### config.mk
export PLATFORM = sky130hd
export DESIGN_NAME = fetch_unit
export DESIGN_NICKNAME = d
export VERILOG_FILES = /design/src/rtl/riscv_pkg.sv /design/src/rtl/fetch_buffer.sv /design/src/rtl/fetch_unit.sv
export SDC_FILE = /design/constraint.sdc
export NUM_CORES = 1
export LEC_CHECK = 0
export ABC_AREA = 1
export ABC_CLOCK_PERIOD_IN_PS = 14400
export BUFFER_PORTS_ARGS = -buffer_cell sky130_fd_sc_hd__buf_2
export CAP_MARGIN = 20
export CORE_UTILIZATION = 60
export DETAILED_ROUTE_END_ITERATION = 12
export PLACE_DENSITY = 0.89
export SYNTH_ARGS = -nofsm -noshare
export SYNTH_HDL_FRONTEND = slang
export SYNTH_SLANG_ARGS = --single-unit
### constraint.sdc
create_clock -name clk -period 14.4 [get_ports clk]
set_clock_uncertainty 0.1 [all_clocks]
set_input_delay 3.6 -clock clk [delete_from_list [all_inputs] [get_ports clk]]
set_output_delay 3.6 -clock clk [all_outputs]
set_load 0.03 [all_outputs]
### src/rtl/riscv_pkg.sv
// Shared RISC-V core definitions.
// Holds the datapath width, PC step and the fetch bundle type.
package riscv_pkg;
    localparam int XLEN = 32;
    localparam logic [XLEN-1:0] PC_STEP = 32'd4;
    localparam logic [XLEN-1:0] INSTR_NOP = 32'h0000_0013;

    typedef struct packed {
        logic [XLEN-1:0] pc;
        logic [XLEN-1:0] instr;
    } fetch_entry_t;
endpackage

### src/rtl/fetch_buffer.sv
// Two-entry fetch FIFO between fetch and decode.
// The head always sits in slot 0, so it stays stable under backpressure.
import riscv_pkg::*;

module fetch_buffer (
    input  logic         clk,
    input  logic         rst,
    input  logic         i_push,
    input  logic         i_pop,
    input  logic         i_flush,
    input  fetch_entry_t i_data,
    output fetch_entry_t o_head,
    output logic [1:0]   o_count
);
    fetch_entry_t r_e0;
    fetch_entry_t r_e1;
    logic [1:0]   r_count;
    logic         w_pop;

    assign w_pop = i_pop && (r_count != 2'd0);

    always_ff @(posedge clk or posedge rst) begin
        if (rst) begin
            r_e0    <= '0;
            r_e1    <= '0;
            r_count <= 2'd0;
        end else if (i_flush) begin
            r_count <= 2'd0;
        end else if (i_push && w_pop) begin
            if (r_count == 2'd2) begin
                r_e0 <= r_e1;
                r_e1 <= i_data;
            end else begin
                r_e0 <= i_data;
            end
        end else if (w_pop) begin
            r_e0    <= r_e1;
            r_count <= r_count - 2'd1;
        end else if (i_push && (r_count != 2'd2)) begin
            if (r_count == 2'd0) begin
                r_e0 <= i_data;
            end else begin
                r_e1 <= i_data;
            end
            r_count <= r_count + 2'd1;
        end
    end

    assign o_head  = r_e0;
    assign o_count = r_count;
endmodule

### src/rtl/fetch_unit.sv
// Instruction fetch stage: owns the PC, redirect/flush and fetch faults,
// and feeds {pc, instr} to decode through a 2-entry buffer.
import riscv_pkg::*;

module fetch_unit #(
    parameter logic [31:0] RESET_PC   = 32'h0000_0000,
    parameter int          IMEM_WORDS = 256
) (
    input  logic        clk,
    input  logic        rst,
    output logic [31:0] imem_addr,
    input  logic [31:0] imem_instr,
    input  logic        redirect_valid,
    input  logic [31:0] redirect_pc,
    output logic        out_valid,
    input  logic        out_ready,
    output logic [31:0] out_pc,
    output logic [31:0] out_instr,
    output logic        fault,
    output logic [31:0] fault_pc
);
    localparam logic [31:0] PC_LIMIT = 32'(IMEM_WORDS * 4);

    logic [31:0]  r_pc;
    logic         r_fault;
    logic [31:0]  r_fault_pc;
    logic         w_legal;
    logic         w_pop;
    logic         w_push;
    logic [1:0]   w_count;
    fetch_entry_t w_head;
    fetch_entry_t w_new;

    assign w_legal = (r_pc[1:0] == 2'b00) && (r_pc < PC_LIMIT);
    assign w_pop   = out_valid && out_ready;
    assign w_push  = !r_fault && !redirect_valid && w_legal
                   && ((w_count != 2'd2) || w_pop);
    assign w_new   = '{pc: r_pc, instr: imem_instr};

    fetch_buffer u_buf (
        .clk     (clk),
        .rst     (rst),
        .i_push  (w_push),
        .i_pop   (w_pop),
        .i_flush (redirect_valid),
        .i_data  (w_new),
        .o_head  (w_head),
        .o_count (w_count)
    );

    // Redirect wins over everything and is the only way out of a fault
    always_ff @(posedge clk or posedge rst) begin
        if (rst) begin
            r_pc       <= RESET_PC;
            r_fault    <= 1'b0;
            r_fault_pc <= '0;
        end else if (redirect_valid) begin
            r_pc    <= redirect_pc;
            r_fault <= 1'b0;
        end else begin
            if (w_push) begin
                r_pc <= r_pc + PC_STEP;
            end
            if (!r_fault && !w_legal) begin
                r_fault    <= 1'b1;
                r_fault_pc <= r_pc;
            end
        end
    end

    assign imem_addr = r_pc;
    assign out_valid = (w_count != 2'd0);
    assign out_pc    = w_head.pc;
    assign out_instr = w_head.instr;
    assign fault     = r_fault;
    assign fault_pc  = r_fault_pc;
endmodule

== Word level (Yosys, flattened, before mapping) ==
Cells that the tools add are included.

* Bits in registers: 195
* Output and inout port bits: 130

* $add $sub $neg: 3
* Magnitude comparators: 1
* Equality and inequality tests: 6
* Muxes and demuxes: 18
* Bitwise operators: 1
* Reductions and logical operators: 26

{| class="wikitable"
|+ Operator list
! operator !! count
|-
| $mux 64 || 10
|-
| $mux 32 || 2
|-
| $add 32x3->32 const B || 1
|-
| $lt 32x11->1 const B || 1
|-
| $logic_and 1x1->1 || 9
|-
| $reduce_bool 3->1 || 3
|-
| $mux 2 || 4
|-
| $ne 2x2->1 const B || 4
|-
| $reduce_bool 2->1 || 4
|-
| $reduce_and 5->1 || 1
|-
| $logic_not 2->1 || 2
|-
| $reduce_and 2->1 || 2
|-
| $logic_not 1->1 || 3
|-
| $reduce_and 3->1 || 1
|-
| $add 2x1->2 const B || 1
|-
| $eq 2x2->1 const B || 1
|-
| $mux 1 || 2
|-
| $ne 2x1->1 const B || 1
|-
| $sub 2x1->2 const B || 1
|-
| $logic_or 1x1->1 || 1
|-
| $not 1->1 || 1
|}

== Logic depth before layout (Yosys ltp) ==
* Word-level depth: 9
* Gate-level depth with buffers: 12

== By module ==
From an unflattened synthesis, not the netlist that was laid out.

* Cell total of the unflattened synthesis: 1,695
* Area total of the unflattened synthesis: 11,069.4 um^2

{| class="wikitable"
|+ By module, submodules not included
! module !! instances !! cells each !! area each (um^2) !! seq. area each (um^2)
|-
| fetch_buffer || 1 || 1,336 || 8,146.6 || 3,253.1
|-
| fetch_unit || 1 || 359 || 2,922.8 || 1,626.6
|}

== Least setup slack after synthesis ==
No wires, ideal clock.

* Kind: in2reg
* From: input redirect_valid
* To: register u_buf.r_e0, in the netlist u_buf.o_head[0]
* Library setup time: 0.117 ns
* Data arrival time: 4.778 ns
* Data required time: 14.183 ns
* Setup slack: 9.405 ns
* Stages on the path: 9
* Path through: clkbuf_1 nor2_2 nand3_4 nand2_1 nand2_1 buf_4 buf_6 nand2_1 nand2_1

* Cells in the longest elaborated chain, start to end: 7
* Elaborated cells between the ends (all ways): 11

{| class="wikitable"
|+ RTL lines
! what !! line !! source
|-
| start: declaration || fetch_unit.sv:13 || <nowiki>input logic redirect_valid,</nowiki>
|-
| $logic_not 1->1 || fetch_unit.sv:36 || <nowiki>assign w_push = !r_fault && !redirect_valid && w_legal</nowiki>
|-
| $logic_and 1x1->1 (2 in a row) || fetch_unit.sv:36 ||
|-
| $logic_and 1x1->1 || fetch_unit.sv:37 || <nowiki>&& ((w_count != 2'd2) || w_pop);</nowiki>
|-
| $logic_and 1x1->1, on equally long branches || fetch_buffer.sv:39, fetch_buffer.sv:29 ||
|-
| $reduce_bool 3->1 (no source line) || - ||
|-
| $reduce_and 3->1 (no source line) || - ||
|-
| end signal: assignment || fetch_buffer.sv:34 || <nowiki>r_e0 <= i_data;</nowiki>
|-
| end signal: assignment || fetch_buffer.sv:37 || <nowiki>r_e0 <= r_e1;</nowiki>
|-
| end signal: assignment || fetch_buffer.sv:41 || <nowiki>r_e0 <= i_data;</nowiki>
|-
| end: declaration || fetch_buffer.sv:15 || <nowiki>fetch_entry_t r_e0;</nowiki>
|}

Several ways; a longest one is shown, not always the timed one.
A chain may end at the register's enable or synchronous reset.

== Final worst setup path ==
* From: input redirect_valid
* To: register u_buf.r_e0, in the netlist u_buf.o_head[61]

The elaborated chain is that of the path after synthesis.

==> run metrics <==
ys async rst share between 90% and 100%; htree depth 4; Final Hold Viols 0; top post-synthesis cells by count 615 x nand2_1, 195 x dfrtp_1, 172 x o21ai_0; Tcrit/Tclk final between 40 and 50%; type of the worst min-delay path reg2reg; # hold bufs at CTS 0; Placer Congestion 0.904; fin nets about 1600; setup TNS 0 ns; filler-free cell count of the finished design roughly 1700; count leader, synth nand2_1; Die W approximately 130 um; number of gates resized after CTS 0; Rel. slew slack a little under a third; Clk Tree Root Cell clkbuf_16; status finished clean; top cells by area, synth dfrtp_1 49%, nand2_1 23%, o21ai_0 8.6%; Peak Freq 0.154 GHz; Crit Path Category in2reg; mapped cell area around 10000 um2; syn nets 1454; vias in the first global route 9382; std cell rows 46; number of max-cap violations 0; Synth top area share between 40 and 50%; number of flops mapped to enable cells by yosys 0; antenna violations before repair 2; Critical Path Start Type input port; first-pass GRT wire length 45.8 mm; Syn Area/Cell between 7 and 8 um2; Max FO, Critical Path 52; xor and xnor fraction of the mapped netlist area less than 1%; CP Capture Type flip-flop; Leak roughly 6.4 nW; clock latency on the worst-skew pair between 0.4 and 0.5 ns; mux contribution to synthesized area 0%; # DRC 0; Final ANT Viol Nets 0; clock transition at the registers of the reported paths about 0.07 ns; wire per inst 15.9 um; HPWL after detailed placement around 17 mm; core footprint 16100 um2; Worst-Margin Slew 1.05 ns; Comb pwr share 17.1%; Final Setup Violations 0; sequential fraction of the synthesis area around 49%; largest net degree at the start of global routing approximately 130; PwrDens 117 nW/um2; fraction of layout cells with a size suffix above 1 between 10% and 20%; Routed WL about 28 mm; switching share of power 30.8%; IO Pins ~200; synth unique cells 25; CTS tree built; worst vdd ir roughly 0.090 mV; Synth Area in Compound Gates under 10%; Final Max Tran Viols 0; largest family of logic cells by synthesized area simple AND/OR/NAND/NOR gates; Top FF cell, synth dfrtp_1; post-synthesis register bit count between 150 and 200; RSZ-0062 raised after global routing no; Initial Util 62.2%; Clock Power Share roughly 38%; maximum buffer depth of the clock tree 2; placed cell count between 1500 and 2000; Via-to-Cell Ratio 5.68; Psw approximately 0.00042 W; Overflow after GRT 0; WP data required between 10 and 15 ns; Die H 131 um; port bufs 197; synthesized-area fraction occupied by and/or/nand/nor cells 32.3%; Synth area leader dfrtp_1; power share of the sequential group ~45%; Power, Total roughly 0.0014 W; clock sinks 195; via count between 9000 and 10000; yosys warns 0; post-synthesis adder-cell area fraction less than 1%; TritonCTS Buffers 17; GRT Util Overall 32.7%; Area Overhead vs Synth 15.6%; minimum clock period approximately 6.5 ns; Critical Path AT 6.69 ns; Starting DRT DRC Count ~1100; die area around 17000 um2; Synth Instances 1385; drt pass-1 iters 8; post-CTS setup buffers 0; Int Power roughly 0.00094 W
==> registers in the layout, indices dropped and copies added (netlist names) <==
signal and flops:
fault 1, fault_pc 32, u_buf.o_count 2, imem_addr 32, u_buf.r_e1 64, u_buf.o_head 64
==> kinds of logic after synthesis <==
logic type,Yosys count
and+or+nand+nor,790
AOI/OAI and AO/OA,197
buffers and inverters,195
DFF,195
xor gates and xnor gates,7
adders and majority gates,1
==> worst paths after layout <==
kind | start | endpoint | slack, ns | cells past startpoint
max in group asynchronous | rst | imem_addr[16]$_DFFE_PP0P_ | 9.47 | 3
hold / removal | u_buf.r_e1[17]$_DFFE_PP0P_ | u_buf.r_e1[17]$_DFFE_PP0P_ | 0.37 | 2
setup / recovery | redirect_valid | u_buf.o_head[61]$_DFFE_PP0P_ | 7.93 | 9
setup reg to reg | imem_addr[27]$_DFFE_PP0P_ | u_buf.r_e1[49]$_DFFE_PP0P_ | 10.32 | 11
hold reg to reg | u_buf.r_e1[17]$_DFFE_PP0P_ | u_buf.r_e1[17]$_DFFE_PP0P_ | 0.37 | 2
min in group asynchronous | rst | u_buf.r_e1[57]$_DFFE_PP0P_ | 3.25 | 2
==> cell usage in the layout, fill, tap and decap left out, drive strengths merged <==
cell type	count
nand4	67
xnor2	1
nor3	2
clkinv	6
o211ai	5
bufinv	4
nand2	615
o22ai	1
clkbuf	17
buf	207
o21ai	185
nand3	54
ha	1
clkinvlp	2
nor2	52
dfrtp	195
diode	1
a21oi	6
xor2	6
inv	101
==> per-layer routing <==
layer	share of wire, %	track usage (%)	vias to the layer above
li1	-	-	4667
met1	41	43.5	4620
met2	47	51.9	526
met3	8.2	5.48	99
met4	3.8	17.2	0
met5	0	0	-
==> metrics by stage <==
| stage | worst slack, ns | hold WS, ns | instance area, um2 | utilization [%] |
|---|---|---|---|---|
| after global placement | 7.77 | 0.353 | 10900 | 67.8 |
| final | 7.93 | 0.370 | 11600 | 71.9 |
| after detailed placement | 7.65 | 0.358 | 10900 | 67.8 |
| after global routing | 7.72 | 0.387 | 11600 | 71.9 |
| after floorplan | 5.39 | 0.342 | 10000 | - |
| after CTS | 8.01 | 0.374 | 11600 | 71.7 |
==> worst max-delay path: stages <==
cell	delay [ns]
buf_2	0.34
nor2_4	0.60
buf_4	0.62
nand3_2	0.58
buf_4	0.49
nand2_1	0.15
nand2_1	0.10
nand2_1	0.09
nand2_1	0.07
==> final cells by class <==
| cell class | instances | area, um2 |
|---|---|---|
| Timing Repair Buffer | 207 | 1080 |
| Antenna cell | 1 | 2.50 |
| Sequential cell | 195 | 4880 |
| Multi-Input combinational cell | 995 | 4350 |
| Clock buffer | 17 | 425 |
| Inverter | 98 | 377 |
| Tap cell | 216 | 270 |
| Fill cell | 1281 | 4530 |
| Clock inverter | 15 | 204 |
==> power groups by stage <==
stage	clock network [W]	logic (W)	registers, W
6_report	0.000514	0.000233	0.000613
3_5_place_dp	0	0.000231	0.000622
2_1_floorplan	0	0.0000819	0.000691
4_1_cts	0.000512	0.000233	0.000612
3_3_place_gp	0	0.000226	0.000622
5_1_grt	0.000533	0.000254	0.000617
(Power assumes the default switching activity.)
